--- src/rtl/regfile_pkg.sv ---
// Shared constants, types and write-port arbitration helper for the multiport register file.
package regfile_pkg;

    localparam int unsigned XLEN_DEFAULT  = 32;
    localparam int unsigned NREGS_DEFAULT = 32;
    localparam int unsigned AW_DEFAULT    = $clog2(NREGS_DEFAULT);
    localparam int unsigned NWR_MAX       = 4;

    typedef logic [AW_DEFAULT-1:0]   reg_addr_t;
    typedef logic [XLEN_DEFAULT-1:0] xlen_t;

    // Highest-index set bit wins; callers gate on |hits for validity.
    function automatic logic [1:0] win_port(input logic [NWR_MAX-1:0] hits);
        logic [1:0] w;
        w = '0;
        for (int i = 0; i < int'(NWR_MAX); i++) begin
            if (hits[i]) w = 2'(i);
        end
        return w;
    endfunction

endpackage

--- src/rtl/regfile_scoreboard.sv ---
// Per-register pending bits: flush beats issue, issue set beats writeback clear.
module regfile_scoreboard
    import regfile_pkg::*;
#(
    parameter int unsigned NREGS  = NREGS_DEFAULT,
    parameter int unsigned NRD    = 2,
    parameter int unsigned NWR    = 1,
    parameter int unsigned BYPASS = 1,
    localparam int unsigned AW    = $clog2(NREGS)
) (
    input  logic              clk,
    input  logic              rst,
    input  logic              flush,
    input  logic              iss_en,
    input  logic [AW-1:0]     iss_addr,
    input  logic [NWR-1:0]    wr_en,
    input  logic [NWR*AW-1:0] wr_addr,
    input  logic [NRD*AW-1:0] rd_addr,
    input  logic [NRD-1:0]    rd_hit,
    output logic [NRD-1:0]    rd_busy
);

    logic [NREGS-1:0] pending_q, pending_d;

    always_comb begin
        pending_d = pending_q;
        if (flush) begin
            pending_d = '0;
        end else begin
            for (int w = 0; w < int'(NWR); w++) begin
                if (wr_en[w]) pending_d[wr_addr[w*AW +: AW]] = 1'b0;
            end
            if (iss_en) pending_d[iss_addr] = 1'b1;
        end
        pending_d[0] = 1'b0;
    end

    always_ff @(posedge clk) begin
        if (rst) pending_q <= '0;
        else     pending_q <= pending_d;
    end

    for (genvar i = 0; i < int'(NRD); i++) begin : g_busy
        // A same-cycle writeback is seen as already complete when bypassing.
        assign rd_busy[i] = pending_q[rd_addr[i*AW +: AW]] & ~((BYPASS != 0) & rd_hit[i]);
    end

endmodule

--- src/rtl/regfile_multiport.sv ---
// Parametrised register file: NRD combinational reads, NWR synchronous writes, optional bypass.
module regfile_multiport
    import regfile_pkg::*;
#(
    parameter int unsigned XLEN   = XLEN_DEFAULT,
    parameter int unsigned NREGS  = NREGS_DEFAULT,
    parameter int unsigned NRD    = 2,
    parameter int unsigned NWR    = 1,
    parameter int unsigned BYPASS = 1,
    localparam int unsigned AW    = $clog2(NREGS)
) (
    input  logic                clk,
    input  logic                rst,
    input  logic [NRD*AW-1:0]   rd_addr,
    output logic [NRD*XLEN-1:0] rd_data,
    output logic [NRD-1:0]      rd_busy,
    input  logic [NWR-1:0]      wr_en,
    input  logic [NWR*AW-1:0]   wr_addr,
    input  logic [NWR*XLEN-1:0] wr_data,
    input  logic                iss_en,
    input  logic [AW-1:0]       iss_addr,
    input  logic                flush
);

    logic [XLEN-1:0] mem_q [NREGS];
    logic [NRD-1:0]  rd_hit;

    // Later ports overwrite earlier ones in loop order, so the highest index wins.
    always_ff @(posedge clk) begin
        if (rst) begin
            for (int r = 0; r < int'(NREGS); r++) mem_q[r] <= '0;
        end else begin
            for (int w = 0; w < int'(NWR); w++) begin
                if (wr_en[w] && wr_addr[w*AW +: AW] != '0) begin
                    mem_q[wr_addr[w*AW +: AW]] <= wr_data[w*XLEN +: XLEN];
                end
            end
        end
    end

    for (genvar i = 0; i < int'(NRD); i++) begin : g_rd
        logic [AW-1:0]      ra;
        logic [NWR_MAX-1:0] hits;
        logic [1:0]         win;
        logic [XLEN-1:0]    rdat;

        assign ra = rd_addr[i*AW +: AW];

        always_comb begin
            hits = '0;
            for (int w = 0; w < int'(NWR); w++) begin
                hits[w] = wr_en[w] && (wr_addr[w*AW +: AW] == ra) && (ra != '0);
            end
        end

        assign win       = win_port(hits);
        assign rd_hit[i] = |hits;

        always_comb begin
            if ((BYPASS != 0) && rd_hit[i]) rdat = wr_data[32'(win)*XLEN +: XLEN];
            else if (ra == '0)              rdat = '0;
            else                            rdat = mem_q[ra];
        end

        assign rd_data[i*XLEN +: XLEN] = rdat;
    end

    regfile_scoreboard #(
        .NREGS  (NREGS),
        .NRD    (NRD),
        .NWR    (NWR),
        .BYPASS (BYPASS)
    ) u_scoreboard (
        .clk      (clk),
        .rst      (rst),
        .flush    (flush),
        .iss_en   (iss_en),
        .iss_addr (iss_addr),
        .wr_en    (wr_en),
        .wr_addr  (wr_addr),
        .rd_addr  (rd_addr),
        .rd_hit   (rd_hit),
        .rd_busy  (rd_busy)
    );

endmodule

--- config.mk ---
export PLATFORM = sky130hd
export DESIGN_NAME = regfile_multiport
export DESIGN_NICKNAME = d
export VERILOG_FILES = /design/src/rtl/regfile_pkg.sv /design/src/rtl/regfile_scoreboard.sv /design/src/rtl/regfile_multiport.sv
export SDC_FILE = /design/constraint.sdc
export NUM_CORES = 2
export LEC_CHECK = 0
export BUFFER_PORTS_ARGS = -buffer_cell sky130_fd_sc_hd__buf_2
export CORE_MARGIN = 2
export CORE_UTILIZATION = 55
export DETAILED_ROUTE_END_ITERATION = 12
export GPL_TIMING_DRIVEN = 0
export PLACE_DENSITY = 0.81
export SETUP_SLACK_MARGIN = 0.15
export SKIP_CTS_REPAIR_TIMING = 1
export SLEW_MARGIN = 25
export SYNTH_ARGS = -nofsm -noshare
export SYNTH_HDL_FRONTEND = slang
export SYNTH_HIERARCHICAL = 1
export SYNTH_SLANG_ARGS = --single-unit
--- constraint.sdc ---
create_clock -name clk -period 2.6 [get_ports clk]
set_input_delay 0.39 -clock clk [delete_from_list [all_inputs] [get_ports clk]]
set_output_delay 0.39 -clock clk [all_outputs]
set_load 0.05 [all_outputs]
==> impl_metrics.tcl <==
set metrics [dict create \
    timing.max_slew.rel_slack_pct 26.0 \
    grt_pass1_wl_um 324000 \
    floorplan.core_area_um2 104000 \
    synth_most_common_cell "sky130_fd_sc_hd__edfxtp_1" \
    drt.antenna.violating_nets 0 \
    hold_path.startpoint "wr_data[18]" \
    cts.htree.levels 3 \
    port_buffers 117 \
    critPathMaxFanout 10 \
    hold_path_end "mem_q[4][18]" \
    number_of_instances_in_the_synthesized_netlist 4076 \
    synth.top_cell.area_share_pct 53.2 \
    final-hold-violation-count 0 \
    final_min_period_over_clock_period_pct 131 \
    routed-via-count 44598 \
    power.density_cell_area_nw_per_um2 657 \
    failed_checks "setup timing" \
    ctsRootBufferMaster "sky130_fd_sc_hd__clkbuf_16" \
    regArea_um2 31400 \
    grt_pass1_vias 42010 \
    ys_warn_count 6 \
    final.setup_skew_ps 0 \
    synthTopCellsByCount "1024 x sky130_fd_sc_hd__edfxtp_1, 996 x sky130_fd_sc_hd__and2_1, 398 x sky130_fd_sc_hd__mux4_2, 320 x sky130_fd_sc_hd__mux2i_1, 271 x sky130_fd_sc_hd__clkbuf_1" \
    viasPerCell 7.57 \
    worst-slew-pin-transition_ps 1110 \
    cts_buffer_depth 3 \
    drtPass1Iterations 9 \
    worst_hold_path.num_cells 2 \
    crit-reg2reg-launch "u_scoreboard/pending_q[2]" \
    ios 123 \
    post_synth_instance_area_um2 57800 \
    met3RoutedLength_um 48800 \
    ff2ff_setup_slack_ps 1880 \
    cp.required_ps 2210 \
    max_clock_freq_ghz 0.295 \
    detail_route.drc_violations 0 \
    clock_sinks 1055 \
    worst_ir_drop_vdd_uv 586 \
    wl_met1_um 73300 \
    p_total_mw 44.8 \
    rsz0062_at_grt "true" \
    grt_max_degree 33 \
    nets 4466 \
    antenna_found_initial 19 \
    synth_area_leaders "sky130_fd_sc_hd__edfxtp_1 53%, sky130_fd_sc_hd__mux4_2 15%, sky130_fd_sc_hd__and2_1 11%" \
    grtUsageTotal_pct 44.1 \
    final_cell_area_um2 68200 \
    synthFlopType "sky130_fd_sc_hd__edfxtp_1" \
    cts_tree "done" \
    fin_crit_ps 3390 \
    initialDrtViolationCount 9972 \
    max_slew_violation_count 0 \
    wl_um 244000 \
    netlist.top_cell.by_area "sky130_fd_sc_hd__edfxtp_1" \
    fin_ws_ps -794 \
    critPathLaunchType "primary input" \
    synth.yosys.seq_area_share_pct 54.2 \
    total_area_of_multi_input_combinational_cells_um2 26600 \
    post_synth.cell_area_avg_um2 14.2 \
    num_cts_buffers 110 \
    setup_total_negative_slack_ps -27650 \
    setup.worst_path.class "primary input to output port" \
    gp_congestion 1.05 \
    post_route_cells_drive_above_1_share_pct 29.2 \
    grt_remaining_overflow 0 \
    floorplan.die_area_um2 108000 \
    synth.ff_latch_count 1055 \
    clk_pin_slew_ps 60 \
    timing.rr.end "u_scoreboard/pending_q[2]" \
    synthToLayoutAreaGrowth_pct 17.9 \
    maxCapViolations 0 \
    netlist-cell-type-count 61 \
    initial_utilization_pct 55.7 \
    die_w_um 328 \
    die-height_um 328 \
    share_of_async_settable_or_async_resettable_flops_after_synthesis_pct 0 \
    worstRegToRegCells 2 \
    crit_path_end_kind "output port" \
    route.top_layer_used "met5" \
    num-fill-cells 7071 \
    detail_route.wl_per_cell_um 41.4 \
    dp_area_um2 60800 \
    clkLatencyLatePin_ps 720 \
    final_core_utilization_pct 65.6 \
    result_of_the_run "finished with violations" \
    worstHoldPathType "primary input to flip-flop" \
    setup_viol 102 \
    floorplan.rows 118 \
    synth_enable_flop_cells 1024 \
    timing.critical_path.arrival_ps 3000 \
    hpwlAfterDp_um 160000 \
    static-leakage-power_nw 24.3 \
    met2WireLength_um 98200 \
]
## registers in the layout, indices dropped and copies added (netlist names)
register                count
u_scoreboard/pending_q     31
mem_q                    1024
## power by group
group	total (mW)	switching (mW)	internal, mW
logic	7.82	4.92	2.90
registers	20.1	0.554	19.6
clock network	16.8	7.33	9.52
total	44.8	12.8	32.0
## final cells by class
| class | instances | area share [%] |
|---|---|---|
| clock inverter | 77 | 1.25 |
| antenna | 7 | 0.0257 |
| multi-input combinational | 2632 | 38.9 |
| inverter | 1 | 0.00550 |
| clock buffer | 130 | 4.22 |
| sequential | 1055 | 46.0 |
| buffer | 420 | 4.54 |
| tap | 1380 | 2.53 |
| timing repair buffer | 189 | 2.48 |
## cell usage in the layout, fill, tap and decap left out, types with 16 or more instances in the layout
cell type	netlist	final
sky130_fd_sc_hd__clkbuf_16	0	114
sky130_fd_sc_hd__a22oi_1	125	97
sky130_fd_sc_hd__buf_6	31	104
sky130_fd_sc_hd__mux4_2	398	402
sky130_fd_sc_hd__and2_1	996	996
sky130_fd_sc_hd__a22o_2	0	19
sky130_fd_sc_hd__mux2_4	2	28
sky130_fd_sc_hd__clkbuf_4	0	50
sky130_fd_sc_hd__buf_4	25	95
sky130_fd_sc_hd__a22o_1	52	25
sky130_fd_sc_hd__a211o_1	32	29
sky130_fd_sc_hd__nand2_1	95	92
sky130_fd_sc_hd__buf_8	6	26
sky130_fd_sc_hd__a21oi_1	71	62
sky130_fd_sc_hd__clkbuf_2	0	18
sky130_fd_sc_hd__edfxtp_1	1024	1024
sky130_fd_sc_hd__mux2i_1	320	297
sky130_fd_sc_hd__o22ai_1	53	24
sky130_fd_sc_hd__dfxtp_1	31	28
sky130_fd_sc_hd__a22oi_2	1	29
sky130_fd_sc_hd__o22ai_4	0	23
sky130_fd_sc_hd__conb_1	1	32
sky130_fd_sc_hd__buf_2	81	69
sky130_fd_sc_hd__mux2_2	48	22
sky130_fd_sc_hd__clkinv_1	0	22
sky130_fd_sc_hd__or2_4	0	27
sky130_fd_sc_hd__buf_12	1	32
sky130_fd_sc_hd__clkbuf_1	271	219
sky130_fd_sc_hd__nor2_1	81	61
sky130_fd_sc_hd__o21ai_4	0	31
sky130_fd_sc_hd__clkinv_2	0	22
sky130_fd_sc_hd__o21ai_0	35	32
sky130_fd_sc_hd__bufinv_16	0	16
## how the worst max path moves through the flow
| stage | start | to | depth (start not counted) |
|---|---|---|---|
| finish | rd_addr[7] | rd_data[37] | 8 |
| global route | mem_q[23][9] | rd_data[41] | 5 |
| CTS | rd_addr[6] | rd_data[44] | 9 |
| detailed placement | rd_addr[6] | rd_data[44] | 9 |
| global placement | rd_addr[7] | rd_data[44] | 8 |
| floorplan | rd_addr[0] | rd_data[30] | 9 |
## cells by family after synthesis
kind of cell	count (synthesis)	share of synthesized area, %
and+or+nand+nor	1316	13.5
buffers and inverters	423	3.63
DFF	1055	54.2
other	1	0.00648
AOI/OAI and AO/OA	493	5.99
muxes	778	22.5
xor gates and xnor gates	10	0.164
## worst max-delay path: stages
cell                       delay [ps]
sky130_fd_sc_hd__buf_2            220
sky130_fd_sc_hd__buf_6            260
sky130_fd_sc_hd__buf_6            310
sky130_fd_sc_hd__buf_6            370
sky130_fd_sc_hd__mux2i_4          430
sky130_fd_sc_hd__o211ai_1         420
sky130_fd_sc_hd__a22o_2           400
sky130_fd_sc_hd__buf_6            150
## metal layers
layer | up-vias | GRT usage (%)
li1 | 16276 | -
met1 | 21534 | 51.4
met2 | 5302 | 60.0
met3 | 1452 | 25.9
met4 | 34 | 32.1
met5 | - | 1.29
## through the flow
step / setup WS, ps / hold slack [ps] / std cells
2_1_floorplan: 122 / 457 / 4107
3_3_place_gp: -1900 / 467 / 5604
3_5_place_dp: -1840 / 478 / 5608
4_1_cts: -1860 / -3.70 / 5815
5_1_grt: -634 / 46.5 / 5885
6_report: -794 / 6.28 / 5891
Power figures use the tool's default switching activity.
